===== config.mk =====
export PLATFORM = sky130hd
export DESIGN_NAME = sp_fetch_ctrl_flat
export DESIGN_NICKNAME = d
export VERILOG_FILES = /design/src/rtl/sp_fetch_ctrl_pkg.sv /design/src/rtl/sp_fetch_ctrl_if.sv /design/src/rtl/sp_fetch_ctrl_watchdog.sv /design/src/rtl/sp_fetch_ctrl.sv /design/src/flat_wrapper.sv
export SDC_FILE = /design/constraint.sdc
export NUM_CORES = 1
export LEC_CHECK = 0
export BUFFER_PORTS_ARGS = -buffer_cell sky130_fd_sc_hd__buf_2
export CAP_MARGIN = 20
export CORE_MARGIN = 1.5
export CORE_UTILIZATION = 35
export DETAILED_ROUTE_END_ITERATION = 12
export PLACE_DENSITY_LB_ADDON = 0.3
export REMOVE_ABC_BUFFERS = 1
export SETUP_SLACK_MARGIN = 0.05
export SYNTH_ARGS = -nofsm -noshare
export SYNTH_HDL_FRONTEND = slang
export SYNTH_SLANG_ARGS = --single-unit
export TNS_END_PERCENT = 30

===== constraint.sdc =====
create_clock -name clk -period 2.7 [get_ports clk]
set_clock_uncertainty 0.2 [all_clocks]
set_input_delay 0.675 -clock clk [delete_from_list [all_inputs] [get_ports clk]]
set_output_delay 0.675 -clock clk [all_outputs]
set_load 0.02 [all_outputs]

===== src/rtl/sp_fetch_ctrl_pkg.sv =====
// Shared types and constants for the SP instruction-fetch sequencer.
// Holds the FSM state encoding, default sizing, error codes and the fetch-address check.
package sp_pkg;

    typedef enum logic [2:0] {
        ST_IDLE,
        ST_FETCH,
        ST_WAIT_MEM,
        ST_ISSUE,
        ST_EXEC,
        ST_DONE,
        ST_ERR
    } sp_fc_state_t;

    localparam int SP_MAX_LATENCY = 10;
    localparam int SP_IMEM_DEPTH  = 1024;

    localparam logic [1:0] SP_ERR_NONE    = 2'd0;
    localparam logic [1:0] SP_ERR_RANGE   = 2'd1;
    localparam logic [1:0] SP_ERR_TIMEOUT = 2'd2;
    localparam logic [1:0] SP_ERR_PROTO   = 2'd3;

    // A fetch address is usable when word aligned and inside the ROM.
    function automatic logic sp_addr_ok(input logic [31:0] pc, input logic [31:0] depth);
        return (pc[1:0] == 2'b00) && ({2'b00, pc[31:2]} < depth);
    endfunction

endpackage


===== src/rtl/sp_fetch_ctrl_if.sv =====
// Instruction-ROM and SP handshake bundle between the fetch sequencer and its environment.
// The master modport is the sequencer side; slave is the ROM/SP side.
interface sp_fetch_ctrl_if #(
    parameter int IMEM_DEPTH = 1024
);
    localparam int AW = $clog2(IMEM_DEPTH);

    logic          imem_re;
    logic [AW-1:0] imem_addr;
    logic [31:0]   imem_rdata;
    logic          sp_in_valid;
    logic [31:0]   sp_inst;
    logic          sp_out_valid;
    logic [31:0]   sp_inst_addr;

    modport master (
        output imem_re, imem_addr, sp_in_valid, sp_inst,
        input  imem_rdata, sp_out_valid, sp_inst_addr
    );

    modport slave (
        input  imem_re, imem_addr, sp_in_valid, sp_inst,
        output imem_rdata, sp_out_valid, sp_inst_addr
    );
endinterface


===== src/rtl/sp_fetch_ctrl_watchdog.sv =====
// Execution-latency watchdog: counts enabled cycles since the last clear.
// o_expired is high during the last allowed cycle, so a miss in that cycle is a timeout.
module sp_watchdog
    import sp_pkg::*;
#(
    parameter int MAX_LATENCY = SP_MAX_LATENCY
) (
    input  logic clk,
    input  logic rst_n,
    input  logic i_clr,
    input  logic i_en,
    output logic o_expired
);
    localparam int CW = $clog2(MAX_LATENCY + 1);

    logic [CW-1:0] r_cnt;

    always_ff @(posedge clk or negedge rst_n) begin
        if (!rst_n) begin
            r_cnt <= '0;
        end else if (i_clr) begin
            r_cnt <= '0;
        end else if (i_en && (r_cnt != CW'(MAX_LATENCY))) begin
            r_cnt <= r_cnt + 1'b1;
        end
    end

    assign o_expired = i_en && (r_cnt == CW'(MAX_LATENCY - 1));

endmodule


===== src/rtl/sp_fetch_ctrl.sv =====
// Instruction-fetch sequencer: reads the ROM at the SP program counter, issues one instruction
// at a time, waits for completion and tracks retired count and protocol/range/timeout errors.
module sp_fetch_ctrl
    import sp_pkg::*;
#(
    parameter int IMEM_DEPTH  = SP_IMEM_DEPTH,
    parameter int MAX_LATENCY = SP_MAX_LATENCY,
    parameter int CNT_W       = 16
) (
    input  logic             clk,
    input  logic             rst_n,
    input  logic             start,
    input  logic             abort,
    input  logic [CNT_W-1:0] inst_limit,
    sp_fetch_ctrl_if.master  bus,
    output logic             busy,
    output logic             done,
    output logic             timeout_err,
    output logic             proto_err,
    output logic             range_err,
    output logic [CNT_W-1:0] retired_cnt
);
    localparam int AW = $clog2(IMEM_DEPTH);

    sp_fc_state_t     r_state, w_next;
    logic [31:0]      r_pc;
    logic [CNT_W-1:0] r_limit, r_retired, w_retired_inc;
    logic             r_abort, r_timeout, r_proto, r_range;
    logic [31:0]      r_inst;
    logic             r_in_valid;
    logic             w_accept, w_clear, w_retire, w_expired, w_pc_ok, w_re;
    logic [1:0]       w_err;

    assign w_pc_ok       = sp_addr_ok(r_pc, 32'(IMEM_DEPTH));
    assign w_retired_inc = (&r_retired) ? r_retired : r_retired + 1'b1;

    sp_watchdog #(.MAX_LATENCY(MAX_LATENCY)) u_wdog (
        .clk       (clk),
        .rst_n     (rst_n),
        .i_clr     (r_state == ST_ISSUE),
        .i_en      (r_state == ST_EXEC),
        .o_expired (w_expired)
    );

    always_comb begin
        w_next   = r_state;
        w_accept = 1'b0;
        w_clear  = 1'b0;
        w_retire = 1'b0;
        w_err    = SP_ERR_NONE;
        case (r_state)
            ST_IDLE: begin
                if (start && !abort) begin
                    w_next   = ST_FETCH;
                    w_accept = 1'b1;
                end
            end
            ST_FETCH: begin
                if (abort) begin
                    w_next = ST_IDLE;
                end else if (!w_pc_ok) begin
                    w_next = ST_ERR;
                    w_err  = SP_ERR_RANGE;
                end else begin
                    w_next = ST_WAIT_MEM;
                end
            end
            ST_WAIT_MEM: w_next = abort ? ST_IDLE : ST_ISSUE;
            // The pulse is already on the wire in ISSUE, so abort here only gets latched.
            ST_ISSUE:    w_next = ST_EXEC;
            ST_EXEC: begin
                if (bus.sp_out_valid) begin
                    w_retire = 1'b1;
                    if (((r_limit != '0) && (w_retired_inc == r_limit)) || r_abort || abort)
                        w_next = ST_DONE;
                    else
                        w_next = ST_FETCH;
                end else if (w_expired) begin
                    w_next = ST_ERR;
                    w_err  = SP_ERR_TIMEOUT;
                end
            end
            ST_DONE: w_next = ST_IDLE;
            ST_ERR: begin
                if (abort) begin
                    w_next  = ST_IDLE;
                    w_clear = 1'b1;
                end else if (start) begin
                    w_next   = ST_FETCH;
                    w_accept = 1'b1;
                end
            end
            default: w_next = ST_IDLE;
        endcase
        // A completion outside EXEC overrides everything else.
        if (bus.sp_out_valid && (r_state != ST_EXEC)) begin
            w_next   = ST_ERR;
            w_err    = SP_ERR_PROTO;
            w_accept = 1'b0;
            w_clear  = 1'b0;
        end
    end

    always_ff @(posedge clk or negedge rst_n) begin
        if (!rst_n) begin
            r_state    <= ST_IDLE;
            r_pc       <= '0;
            r_limit    <= '0;
            r_retired  <= '0;
            r_abort    <= 1'b0;
            r_timeout  <= 1'b0;
            r_proto    <= 1'b0;
            r_range    <= 1'b0;
            r_inst     <= '0;
            r_in_valid <= 1'b0;
        end else begin
            r_state    <= w_next;
            r_in_valid <= (w_next == ST_ISSUE);
            if (w_accept) begin
                r_limit   <= inst_limit;
                r_retired <= '0;
                r_abort   <= 1'b0;
            end else begin
                if (w_retire)
                    r_retired <= w_retired_inc;
                if (abort && ((r_state == ST_ISSUE) || (r_state == ST_EXEC)))
                    r_abort <= 1'b1;
            end
            if (w_accept || w_clear) begin
                r_timeout <= 1'b0;
                r_proto   <= 1'b0;
                r_range   <= 1'b0;
            end else begin
                if (w_err == SP_ERR_TIMEOUT) r_timeout <= 1'b1;
                if (w_err == SP_ERR_PROTO)   r_proto   <= 1'b1;
                if (w_err == SP_ERR_RANGE)   r_range   <= 1'b1;
            end
            if (w_retire)
                r_pc <= bus.sp_inst_addr;
            if (r_state == ST_WAIT_MEM)
                r_inst <= bus.imem_rdata;
        end
    end

    assign w_re            = (r_state == ST_FETCH) && w_pc_ok;
    assign bus.imem_re     = w_re;
    assign bus.imem_addr   = w_re ? r_pc[AW+1:2] : '0;
    assign bus.sp_in_valid = r_in_valid;
    assign bus.sp_inst     = r_inst;

    assign busy        = (r_state != ST_IDLE) && (r_state != ST_ERR);
    assign done        = (r_state == ST_DONE);
    assign timeout_err = r_timeout;
    assign proto_err   = r_proto;
    assign range_err   = r_range;
    assign retired_cnt = r_retired;

endmodule


===== src/flat_wrapper.sv =====
// flat-port wrapper written by rule: the top's interface ports become plain ports
module sp_fetch_ctrl_flat import sp_pkg::*;
#(
    parameter int IMEM_DEPTH  = SP_IMEM_DEPTH,
    parameter int MAX_LATENCY = SP_MAX_LATENCY,
    parameter int CNT_W       = 16
)
  (clk, rst_n, start, abort, inst_limit, busy, done, timeout_err, proto_err, range_err, retired_cnt, bus_imem_re, bus_imem_addr, bus_sp_in_valid, bus_sp_inst, bus_imem_rdata, bus_sp_out_valid, bus_sp_inst_addr);
  sp_fetch_ctrl_if #(.IMEM_DEPTH(IMEM_DEPTH)) bus_i ();
  input  logic clk;
  input  logic rst_n;
  input  logic start;
  input  logic abort;
  input  logic [CNT_W-1:0] inst_limit;
  output logic busy;
  output logic done;
  output logic timeout_err;
  output logic proto_err;
  output logic range_err;
  output logic [CNT_W-1:0] retired_cnt;
  output wire logic [$bits(bus_i.imem_re)-1:0] bus_imem_re;
  output wire logic [$bits(bus_i.imem_addr)-1:0] bus_imem_addr;
  output wire logic [$bits(bus_i.sp_in_valid)-1:0] bus_sp_in_valid;
  output wire logic [$bits(bus_i.sp_inst)-1:0] bus_sp_inst;
  input wire logic [$bits(bus_i.imem_rdata)-1:0] bus_imem_rdata;
  input wire logic [$bits(bus_i.sp_out_valid)-1:0] bus_sp_out_valid;
  input wire logic [$bits(bus_i.sp_inst_addr)-1:0] bus_sp_inst_addr;
  assign bus_imem_re = bus_i.imem_re;
  assign bus_imem_addr = bus_i.imem_addr;
  assign bus_sp_in_valid = bus_i.sp_in_valid;
  assign bus_sp_inst = bus_i.sp_inst;
  assign bus_i.imem_rdata = bus_imem_rdata;
  assign bus_i.sp_out_valid = bus_sp_out_valid;
  assign bus_i.sp_inst_addr = bus_sp_inst_addr;
  sp_fetch_ctrl #(.IMEM_DEPTH(IMEM_DEPTH), .MAX_LATENCY(MAX_LATENCY), .CNT_W(CNT_W)) u_core (.clk(clk), .rst_n(rst_n), .start(start), .abort(abort), .inst_limit(inst_limit), .bus(bus_i), .busy(busy), .done(done), .timeout_err(timeout_err), .proto_err(proto_err), .range_err(range_err), .retired_cnt(retired_cnt));
endmodule

Word-level counts from Yosys, hierarchy flattened
Cells that the tools add are included.
- reductions and logical operators: 25
- add/subtract/negate cells: 2
- eq/ne operators: 15
- magnitude comparators: 1
- muxes and demuxes: 41
- operators with widths (cell ; number):
    $mux W16 ; 3
    $lt A30 B11 Y1 const B ; 1
    $mux W3 ; 9
    $mux W1 ; 18
    $pmux W3 S6 ; 1
    $add A16 B1 Y16 const B ; 1
    $eq A16 B16 Y1 ; 1
    $reduce_and A16 Y1 ; 1
    $reduce_bool A16 Y1 ; 1
    $reduce_bool A2 Y1 ; 6
    $mux W10 ; 1
    $mux W2 ; 5
    $eq A3 B2 Y1 const B ; 3
    $eq A3 B3 Y1 const B ; 3
    $logic_and A1 B1 Y1 ; 9
    $mux W4 ; 2
    $ne A3 B3 Y1 const B ; 2
    $add A4 B1 Y4 const B ; 1
    $eq A2 B2 Y1 const B ; 2
    $eq A4 B4 Y1 const B ; 1
    $logic_or A1 B1 Y1 ; 4
    $ne A4 B4 Y1 const B ; 1
    $pmux W2 S2 ; 1
    $eq A3 B1 Y1 const B ; 1
    other kinds (6) ; 6
- input bits: 85
- logic and storage cells: 95
- output and inout bits: 65
- register bits after elaboration: 108

Depth between registers and ports, before layout
Gate-level depths: netlist of run 1.
- depth after elaboration: 11
- depth in mapped cells: 10
- mapped depth without buffers: 8

Hierarchy
Synthesis of run 1 repeated with hierarchy kept, for this count alone.
- cells, all modules: 520
- area, all modules: 5263.8 µm²
- modules (own cells, without submodules) (module ; instances ; sequential area each (µm²) ; area each (µm²) ; cells an instance):
    sp_fetch_ctrl ; 1 ; 2602.5 ; 5007.3 ; 495
    sp_watchdog ; 1 ; 100.1 ; 256.5 ; 25

Worst setup path before layout of run 1
No wires, ideal clock.
- path type: flip-flop to output port
- from: register u_core.r_pc[28]
- to: output port bus_imem_addr[0]
- stages on the path, launching flop included: 6
- data required time: 1.825 ns
- path buffers: 1
- path slack: -0.149 ns
- arrival time: 1.974 ns
- cells stage by stage: dfrtp_1 or4_1 nor4_1 nor3b_1 clkbuf_1 and2_1
- word-level cells in the longest chain between the ends: 4
- ends and longest elaborated chain (item ; line ; text):
    start, declared ; sp_fetch_ctrl.sv:26 ; logic [31:0] r_pc;
    start signal, assigned ; sp_fetch_ctrl.sv:139 ; r_pc <= bus.sp_inst_addr;
    $lt A30 B11 Y1 ; sp_fetch_ctrl_pkg.sv:25 ; return (pc[1:0] == 2'b00) && ({2'b00, pc[31:2]} < depth);
    $logic_and A1 B1 Y1 ; sp_fetch_ctrl_pkg.sv:25 ;
    $logic_and A1 B1 Y1 ; sp_fetch_ctrl.sv:145 ; assign w_re = (r_state == ST_FETCH) && w_pc_ok;
    named net bus_imem_re ; flat_wrapper.sv:21 ; output wire logic [$bits(bus_i.imem_re)-1:0] bus_imem_re;
    $mux W10 ; sp_fetch_ctrl.sv:147 ; assign bus.imem_addr = w_re ? r_pc[AW+1:2] : '0;
    end, declared ; flat_wrapper.sv:22 ; output wire logic [$bits(bus_i.imem_addr)-1:0] bus_imem_addr;
The timed path passes the listed nets, and every way through them passes these cells.

Worst setup path after layout of run 1
- from: register u_core.r_pc[28]
- to: output port bus_imem_addr[9]
- word-level cells in the longest chain between the ends: 4
- ends and longest elaborated chain (item ; line):
    $lt A30 B11 Y1 ; sp_fetch_ctrl_pkg.sv:25
    $logic_and A1 B1 Y1 ; sp_fetch_ctrl_pkg.sv:25
    $logic_and A1 B1 Y1 ; sp_fetch_ctrl.sv:145
    $mux W10 ; sp_fetch_ctrl.sv:147
Every way passes these cells.

==> impl_metrics.env, run 1 <==
export IMPL_synth_seq_area_share=0.525
export IMPL_avgSynthCellArea_um2=10.3
export IMPL_drt_total_wl_um=13300
export IMPL_wl_per_cell_um=15.5
export IMPL_yosysWarnings=0
export IMPL_crit_family="simple AND/OR/NAND/NOR gates"
export IMPL_slowest_delay_ps=560
export IMPL_cts_sinks=108
export IMPL_fin_util=0.466
export IMPL_die_width_um=124
export IMPL_initial_core_util=0.357
export IMPL_p_per_area_nw_per_um2=1030
export IMPL_viasPerCell=4.93
export IMPL_rsz0062_at_grt="true"
export IMPL_status="finished, violations left"
export IMPL_peakVddDrop_mv=0.459
export IMPL_grt_antenna_before_repair=0
export IMPL_num_fill_cells=1356
export IMPL_row_count=44
export IMPL_clk_pin_slew_worst_paths_ps=70
export IMPL_overflow=0
export IMPL_cts_buffers=9
export IMPL_fin_ws_ps=-346
export IMPL_postCtsHoldBufs=0
export IMPL_gp_congestion=0.820
export IMPL_area_growth_pct=30.7
export IMPL_crit_type="reg2out"
export IMPL_report_final_slew_viol_count=0
export IMPL_ff_latch_area_um2=2700
export IMPL_grt_max_degree=53
export IMPL_dp_final_hpwl_um=9950
export IMPL_cp_max_fo=11
export IMPL_die_h_um=124
export IMPL_r2r_cells=8
export IMPL_clockBufferDepth=2
export IMPL_synth_seq_cells=108
export IMPL_p_leak_nw=3.26
export IMPL_num_antenna_cells=0
export IMPL_die_area_um2=15400
export IMPL_r2r_end="u_core.r_state[2]$_DFF_PN0_"
export IMPL_fmax_mhz=328
export IMPL_cpMaxStageDelayCell="or4_4"
export IMPL_period_share=1.13
export IMPL_violations="negative setup slack"
export IMPL_cts_tree="done"
export IMPL_syn_inst=501
export IMPL_ff2ff_setup_slack_ps=150
export IMPL_worst_ep_arrival_time_ps=2170
export IMPL_drt_first_pass_iters=5
export IMPL_nets=759
export IMPL_port_buffers=149
export IMPL_hold_viol=0
export IMPL_slew_headroom=0.542
export IMPL_grt_pass1_vias=4394
export IMPL_mostFrequentLayoutCell="buf_2"
export IMPL_ant_nets=0
export IMPL_synth_main_ff_cell="dfrtp_1"
export IMPL_worst_path_buf_inv=2
export IMPL_syn_area_um2=5150
export IMPL_ios=150
export IMPL_clk_latency_ps=350
export IMPL_vias=4239
export IMPL_async_reset_ff_frac=1.00
export IMPL_crit_path_start_kind="flop"
export IMPL_hold_slack_ps=152
export IMPL_synth_edf_count=0
export IMPL_post_cts_setup_buffer_count=0
export IMPL_timing_max_cap_violations=0
export IMPL_layout_drive_gt1_share=0.396
export IMPL_setup_viol=11
export IMPL_r2r_start="u_core.retired_cnt[1]$_DFFE_PN0P_"
export IMPL_crit_chain="or4_4 > nor4_4 > nor3b_2 > buf_4 > and2_1 > buf_6"
export IMPL_multi_input_area_um2=2400
export IMPL_cts_root_buf="clkbuf_16"
export IMPL_final_cell_mix="buf_2, nand2_1, dfrtp_1"
export IMPL_drc=0
export IMPL_grt_usage=0.175
export IMPL_min_path_type="in2async"
export IMPL_worst_pin_slew_ps=687
export IMPL_worstSetupEndpointType="output pin"
export IMPL_coreArea_um2=14400
export IMPL_required_ps=1820
export IMPL_ys_types=48
export IMPL_grt_pass1_wl_um=21900
export IMPL_htreeDepth=3
export IMPL_post_route_min_period_ps=3050
export IMPL_drt_iter0_markers=239
[synthesized netlist by cell type, types with 5 or more instances]
cell      instances  area share
nand2_1         115       0.084
dfrtp_1         108        0.53
mux2_2           49        0.11
nor2_1           22       0.016
o21ai_0          21       0.020
and2_1           18       0.022
clkbuf_1         18       0.013
xnor2_1          13       0.022
xor2_1           12       0.020
a21oi_1          10      0.0097
nor3_1           10      0.0097
nand4_1           9       0.011
nor4_1            9       0.011
nand3_1           8      0.0078
inv_1             7      0.0051
and3_1            6      0.0073
o31ai_1           5      0.0073
[state kept, by name, summed over array words and instances (netlist names)]
register,cells
u_core.timeout_err,1
u_core.retired_cnt,16
u_core.bus.sp_in_valid,1
u_core.r_limit,16
u_core.bus.sp_inst,32
u_core.range_err,1
u_core.proto_err,1
u_core.r_pc,32
u_core.r_state,3
u_core.r_abort,1
u_core.u_wdog.r_cnt,4
[report_power, final]
group	switching, W	internal [W]
registers	0.000535	0.00231
logic	0.00153	0.00125
clock network	0.000598	0.000682
[routing by layer]
metal | GRT usage | up-vias | part of all wire
li1 | - | 2067 | -
met1 | 0.224 | 2067 | 0.44
met2 | 0.294 | 90 | 0.50
met3 | 0.0455 | 15 | 0.044
met4 | 0.0487 | 0 | 0.016
met5 | 0 | - | 0
[layout make-up]
| type | instances | share of cell area |
|---|---|---|
| clock buffer | 12 | 0.0381 |
| clock inverter | 4 | 0.00502 |
| inverter | 7 | 0.00391 |
| multi-input combinational | 362 | 0.357 |
| sequential | 108 | 0.402 |
| tap | 184 | 0.0342 |
| timing repair buffer | 182 | 0.160 |
[per-stage QoR]
step                area (um2)  setup TNS, ps  total power (W)  instances  worst slack, ps
finish                    6730          -3640          0.00691        859             -346
floorplan                 5050          -5860          0.00457        477             -517
CTS                       6670          -3360          0.00692        859             -328
detailed placement        6310          -1090          0.00558        843             -120
global route              6730          -4760          0.00740        859             -449
global placement          6310              0          0.00546        843             3.82
[worst max-delay path by stage]
stage               cells after the start                   startpoint               end
finish                                  6  u_core.r_pc[28]$_DFFE_PN0P_  bus_imem_addr[9]
detailed placement                      6  u_core.r_pc[28]$_DFFE_PN0P_  bus_imem_addr[9]
global route                            6  u_core.r_pc[28]$_DFFE_PN0P_  bus_imem_addr[8]
global placement                        6  u_core.r_pc[28]$_DFFE_PN0P_  bus_imem_addr[9]
floorplan                               4  u_core.r_pc[28]$_DFFE_PN0P_  bus_imem_addr[0]
CTS                                     7   u_core.r_pc[1]$_DFFE_PN0P_  bus_imem_addr[9]
[logic make-up (layout without fill, tap and decap cells)]
group / Yosys count / count (layout) / share of synthesized area
xor+xnor: 25 / 25 / 0.0425
compound gates: 58 / 58 / 0.0715
buf+inv: 31 / 205 / 0.0236
simple gates: 223 / 223 / 0.215
mux: 52 / 52 / 0.113
flops: 108 / 108 / 0.525
fa+ha+maj: 4 / 4 / 0.00972
[repair_timing]
item	in CTS	in global routing
pin swaps	1	1
resized for setup	21	11
hold endpoints to repair	0	0
setup endpoints to repair	11	12
Note: power is estimated with default switching activity, not from simulation.
==> inputs of run 2 (changes only) <==
--- a/config.mk
+++ b/config.mk
@@ -5,14 +5,15 @@
 export SDC_FILE = /design/constraint.sdc
 export NUM_CORES = 1
 export LEC_CHECK = 0
-export BUFFER_PORTS_ARGS = -buffer_cell sky130_fd_sc_hd__buf_2
+export BUFFER_PORTS_ARGS = -buffer_cell sky130_fd_sc_hd__buf_4
 export CAP_MARGIN = 20
+export CORE_ASPECT_RATIO = 1.2
 export CORE_MARGIN = 1.5
 export CORE_UTILIZATION = 35
 export DETAILED_ROUTE_END_ITERATION = 12
 export PLACE_DENSITY_LB_ADDON = 0.3
 export REMOVE_ABC_BUFFERS = 1
-export SETUP_SLACK_MARGIN = 0.05
+export SETUP_SLACK_MARGIN = 0.2
 export SYNTH_ARGS = -nofsm -noshare
 export SYNTH_HDL_FRONTEND = slang
 export SYNTH_SLANG_ARGS = --single-unit
==> impl_metrics.env, run 2 (synthesis results as in run 1) <==
export IMPL_crit_type="reg2out"
export IMPL_setup_viol=11
export IMPL_cts_root_buf="clkbuf_16"
export IMPL_clk_latency_ps=360
export IMPL_drt_iter0_markers=177
export IMPL_fmax_mhz=321
export IMPL_clkPwrFrac=0.193
export IMPL_grt_pass1_vias=4377
export IMPL_drt_first_pass_iters=4
export IMPL_cts_buffers=9
export IMPL_worstSetupEndpointType="output pin"
export IMPL_grt_usage=0.180
export IMPL_grt_antenna_before_repair=0
export IMPL_min_path_type="in2async"
export IMPL_crit_family="simple AND/OR/NAND/NOR gates"
export IMPL_clockBufferDepth=2
export IMPL_final_cell_mix="buf_4, nand2_1, dfrtp_1"
export IMPL_row_count=48
export IMPL_nets=766
export IMPL_power_w=0.00722
export IMPL_p_per_area_nw_per_um2=1000
export IMPL_worstSetupStartpoint="u_core.r_pc[26]$_DFFE_PN0P_"
export IMPL_dp_final_hpwl_um=10100
export IMPL_cts_sinks=108
export IMPL_cts_tree="done"
export IMPL_die_h_um=136
export IMPL_gp_congestion=0.852
export IMPL_ios=150
export IMPL_rsz0062_at_grt="true"
export IMPL_hold_viol=0
export IMPL_postCtsHoldBufs=0
export IMPL_initial_core_util=0.359
export IMPL_mostFrequentLayoutCell="buf_4"
export IMPL_r2r_start="u_core.retired_cnt[1]$_DFFE_PN0P_"
export IMPL_cp_max_fo=6
export IMPL_drt_total_wl_um=13500
export IMPL_layout_drive_gt1_share=0.419
export IMPL_ant_nets=0
export IMPL_worst_pin_slew_ps=622
export IMPL_ff2ff_setup_slack_ps=270
export IMPL_viasPerCell=5.04
export IMPL_p_int_w=0.00451
export IMPL_crit_chain="or4_4 > nor4_4 > nor3b_4 > buf_6 > and2_4 > buf_6"
export IMPL_area_growth_pct=40.1
export IMPL_slew_headroom=0.584
export IMPL_die_width_um=114
export IMPL_fin_ws_ps=-411
export IMPL_peakVddDrop_mv=0.425
export IMPL_die_area_um2=15400
export IMPL_clk_pin_slew_worst_paths_ps=70
export IMPL_r2r_cells=9
export IMPL_cp_endpoint="bus_imem_addr[7]"
export IMPL_grt_pass1_wl_um=21800
export IMPL_overflow=0
export IMPL_worst_path_buf_inv=2
export IMPL_status="finished, violations left"
export IMPL_seq_power_share=0.394
export IMPL_wl_per_cell_um=15.7
export IMPL_drc=0
export IMPL_num_antenna_cells=0
export IMPL_switchingPower_w=0.00271
export IMPL_violations="negative setup slack"
export IMPL_r2r_end="u_core.r_state[2]$_DFF_PN0_"
export IMPL_worst_ep_arrival_time_ps=2240
export IMPL_power_frac_comb=0.414
export IMPL_htreeDepth=3
export IMPL_report_final_slew_viol_count=0
export IMPL_timing_max_cap_violations=0
export IMPL_crit_top_cell="buf_6"
export IMPL_slowest_delay_ps=550
export IMPL_period_share=1.15
export IMPL_vias=4317
export IMPL_switching_share=0.375
export IMPL_port_buffers=149
export IMPL_cpMaxStageDelayCell="or4_4"
export IMPL_coreArea_um2=14400
export IMPL_p_leak_nw=3.48
export IMPL_post_route_min_period_ps=3110
export IMPL_hold_slack_ps=118
export IMPL_path_depth=6
export IMPL_grt_max_degree=45
export IMPL_crit_path_start_kind="flop"
export IMPL_required_ps=1820
run 2: cell count changes in the layout (fill, tap and decap cells not counted), sizes merged:
cell,delta
buf,+7
bufinv,+1
clkbuf,-3
clkinvlp,-1
inv,+3
run 2: power by group through the flow:
stage	Clock, W	Combinational [W]	Sequential [W]
CTS	0.00143	0.00299	0.00284
global placement	0	0.00289	0.00280
floorplan	0	0.00148	0.00309
detailed placement	0	0.00295	0.00285
global route	0.00150	0.00329	0.00294
finish	0.00139	0.00299	0.00285
run 2: worst min-delay path by stage:
| stage | cells after the start | endpoint | startpoint |
|---|---|---|---|
| global placement | 2 | u_core.r_pc[25]$_DFFE_PN0P_ | u_core.r_pc[25]$_DFFE_PN0P_ |
| detailed placement | 2 | u_core.r_pc[25]$_DFFE_PN0P_ | u_core.r_pc[25]$_DFFE_PN0P_ |
| global route | 1 | u_core.bus.sp_inst[10]$_DFFE_PN0N_ | rst_n |
| CTS | 1 | u_core.bus.sp_inst[1]$_DFFE_PN0N_ | rst_n |
| finish | 1 | u_core.bus.sp_inst[6]$_DFFE_PN0N_ | rst_n |
| floorplan | 0 | u_core.bus.sp_in_valid$_DFF_PN0_ | rst_n |
run 2: what timing repair did:
item                                    in CTS  in global routing
gates resized for setup                     22                 22
pin swaps                                   10                  5
endpoints found under the setup margin      12                 13
cloned                                       1                  0
buffers inserted                             1                  2
run 2: layout make-up:
class                      count  area (um2)
inverter                       7        26.3
clock buffer                   9         225
clock inverter                 7        92.6
timing repair buffer         189        1490
sequential                   108        2700
fill                        1310        7140
tap                          175         219
multi-input combinational    362        2450
run 2: stage by stage:
stage	setup TNS [ps]	cell area, um2	instances	utilization	setup slack [ps]
2_1_floorplan	-5860	5050	477	-	-517
3_3_place_gp	-214	6690	837	0.466	-24.6
3_5_place_dp	-734	6690	837	0.466	-86.1
4_1_cts	-4610	7100	855	0.495	-440
5_1_grt	-5070	7210	857	0.503	-488
6_report	-4240	7210	857	0.503	-411
run 2: per-layer routing:
layer | share of wire | track usage | routed length, um
met5 | 0 | 0 | 0
met2 | 0.50 | 0.312 | 6680
met4 | 0.012 | 0.0514 | 165
met1 | 0.44 | 0.223 | 5880
met3 | 0.056 | 0.0446 | 754
==> inputs of run 3 (changes only) <==
--- a/config.mk
+++ b/config.mk
@@ -5,6 +5,7 @@
 export SDC_FILE = /design/constraint.sdc
 export NUM_CORES = 1
 export LEC_CHECK = 0
+export ABC_AREA = 1
 export BUFFER_PORTS_ARGS = -buffer_cell sky130_fd_sc_hd__buf_4
 export CAP_MARGIN = 20
 export CORE_ASPECT_RATIO = 1.2
==> impl_metrics.env, run 3 <==
export IMPL_ys_types=33
export IMPL_r2r_cells=13
export IMPL_cp_max_fo=10
export IMPL_fin_setup_tns_ps=-2460
export IMPL_violations="negative setup slack"
export IMPL_hold_viol=0
export IMPL_yosysWarnings=0
export IMPL_timing_max_cap_violations=0
export IMPL_layout_drive_gt1_share=0.245
export IMPL_drt_total_wl_um=13900
export IMPL_required_ps=1820
export IMPL_worst_ep_arrival_time_ps=2060
export IMPL_dp_final_hpwl_um=10600
export IMPL_synth_seq_area_share=0.521
export IMPL_postCtsHoldBufs=0
export IMPL_setup_viol=11
export IMPL_rsz0062_at_grt="true"
export IMPL_crit_path_start_kind="flop"
export IMPL_ant_nets=0
export IMPL_drc=0
export IMPL_p_per_area_nw_per_um2=1070
export IMPL_port_buffers=149
export IMPL_min_path_type="in2async"
export IMPL_slew_headroom=0.639
export IMPL_fmax_mhz=341
export IMPL_period_share=1.09
export IMPL_gp_congestion=0.818
export IMPL_post_synth_top_count_cell="nand2_1"
export IMPL_synth_top_area_share=0.521
export IMPL_synth_edf_count=0
export IMPL_grt_usage=0.185
export IMPL_coreArea_um2=14400
export IMPL_post_route_min_period_ps=2930
export IMPL_mostFrequentLayoutCell="nand2_1"
export IMPL_cpMaxStageDelayCell="dfrtp_1"
export IMPL_die_h_um=136
export IMPL_cts_tree="done"
export IMPL_vias=4812
export IMPL_report_final_slew_viol_count=0
export IMPL_overflow=0
export IMPL_fin_ws_ps=-234
export IMPL_cts_root_buf="clkbuf_16"
export IMPL_worst_pin_slew_ps=541
export IMPL_syn_inst=683
export IMPL_htreeDepth=3
export IMPL_ios=150
export IMPL_clk_pin_slew_worst_paths_ps=70
export IMPL_final_cell_mix="nand2_1, buf_4, dfrtp_1"
export IMPL_die_width_um=114
export IMPL_synth_main_ff_cell="dfrtp_1"
export IMPL_p_leak_nw=3.70
export IMPL_nets=928
export IMPL_async_reset_ff_frac=1.00
export IMPL_r2r_end="u_core.r_state[2]$_DFF_PN0_"
export IMPL_worst_path_buf_inv=3
export IMPL_peakVddDrop_mv=0.747
export IMPL_yosys_top_cells_count="nand2_1, dfrtp_1, nor2_1, inv_1, nand3_1"
export IMPL_r2r_start="u_core.retired_cnt[0]$_DFFE_PN0P_"
export IMPL_grt_pass1_vias=4711
export IMPL_final_cells=1019
export IMPL_status="finished, violations left"
export IMPL_cts_sinks=108
export IMPL_crit_chain="nor4_4 > nand4_1 > nand3b_1 > nor2_2 > clkinv_2 > buf_6 > nor2_1 > buf_4"
export IMPL_viasPerCell=4.72
export IMPL_crit_family="simple AND/OR/NAND/NOR gates"
export IMPL_avgSynthCellArea_um2=7.59
export IMPL_wl_per_cell_um=13.6
export IMPL_initial_core_util=0.360
export IMPL_synth_top_cells_by_area="dfrtp_1, nand2_1, nor2_1"
export IMPL_synth_seq_cells=108
export IMPL_ff2ff_setup_slack_ps=380
export IMPL_row_count=48
export IMPL_crit_type="reg2out"
export IMPL_die_area_um2=15600
export IMPL_grt_antenna_before_repair=0
export IMPL_grt_pass1_wl_um=22400
export IMPL_clk_latency_ps=350
export IMPL_drt_first_pass_iters=4
export IMPL_num_antenna_cells=0
export IMPL_synth_top_area_cell="dfrtp_1"
export IMPL_drt_iter0_markers=250
export IMPL_worstSetupEndpointType="output pin"
export IMPL_syn_area_um2=5190
export IMPL_clockBufferDepth=2
export IMPL_slowest_delay_ps=410
export IMPL_grt_max_degree=46
export IMPL_cts_buffers=9
export IMPL_place_inst=999
export IMPL_area_growth_pct=34.0
run 3: per-layer routing:
layer  global-route usage  vias to the layer above  share of wire
li1                     -                     2447              -
met1                0.217                     2193           0.42
met2                0.312                      152           0.48
met3               0.0548                       20          0.076
met4               0.0819                        0          0.024
met5                    0                        -              0
run 3: layout make-up:
| cell class | instances | area (um2) |
|---|---|---|
| multi-input cells | 484 | 2180 |
| flip-flops and latches | 108 | 2710 |
| clock inverters | 7 | 62.6 |
| fillers | 1459 | 7470 |
| clock buffers | 9 | 225 |
| inverters | 71 | 268 |
| well taps | 175 | 219 |
| repair buffers | 165 | 1280 |
run 3: how the worst max path moves through the flow:
stage,startpoint,end,slack [ps],cells after the start
2_1_floorplan,bus_sp_out_valid,u_core.retired_cnt[0]$_DFFE_PN0P_,-510,5
3_5_place_dp,u_core.r_pc[27]$_DFFE_PN0P_,bus_imem_addr[2],90,8
5_1_grt,u_core.r_pc[27]$_DFFE_PN0P_,bus_imem_addr[3],-380,8
3_3_place_gp,u_core.r_pc[27]$_DFFE_PN0P_,bus_imem_addr[4],90,8
6_report,u_core.r_pc[27]$_DFFE_PN0P_,bus_imem_addr[6],-230,8
4_1_cts,u_core.r_pc[24]$_DFFE_PN0P_,bus_imem_addr[7],-230,8
run 3: timing repair:
| action | 4_1_cts | 5_1_grt |
|---|---|---|
| pin swaps | 2 | 4 |
| setup buffers | 3 | 1 |
| resized for setup | 8 | 12 |
| setup endpoints to repair | 12 | 12 |
run 3: logic make-up (layout without fill, tap and decap cells):
group,Yosys count,count (layout),share of synthesized area
flops,108,108,0.521
simple gates,419,419,0.333
fa+ha+maj,4,4,0.00965
xor+xnor,4,4,0.00676
buf+inv,91,252,0.0690
mux,1,1,0.00217
compound gates,56,56,0.0581
run 3: stage by stage:
step | hold WS [ps] | power, W | utilization | setup WS (ps) | area (um2)
6_report | 69.0 | 0.00747 | 0.482 | -234 | 6950
5_1_grt | 105 | 0.00807 | 0.482 | -382 | 6950
4_1_cts | 76.7 | 0.00751 | 0.478 | -234 | 6890
3_5_place_dp | 260 | 0.00619 | 0.455 | 91.9 | 6560
3_3_place_gp | 254 | 0.00613 | 0.455 | 85.2 | 6560
2_1_floorplan | 179 | 0.00483 | - | -508 | 5090
run 3: worst register-to-register path, cell delays in order (launching register included):
cell,delay [ps]
dfrtp_2,420
ha_4,190
nand3_1,160
nor2_4,280
nand3_1,150
nand2_1,110
nand2_1,50
nand2_1,60
nand2_1,50
nor2_1,170
nand4_1,140
o21bai_1,170
nand2_1,70
nand3_1,60
run 3: power by group:
part           leakage (nW)  internal (W)  switching [W]  total [W]
combinational          2.24       0.00127        0.00199    0.00325
clock                 0.135      0.000639       0.000641    0.00128
sequential             1.33       0.00237       0.000559    0.00293
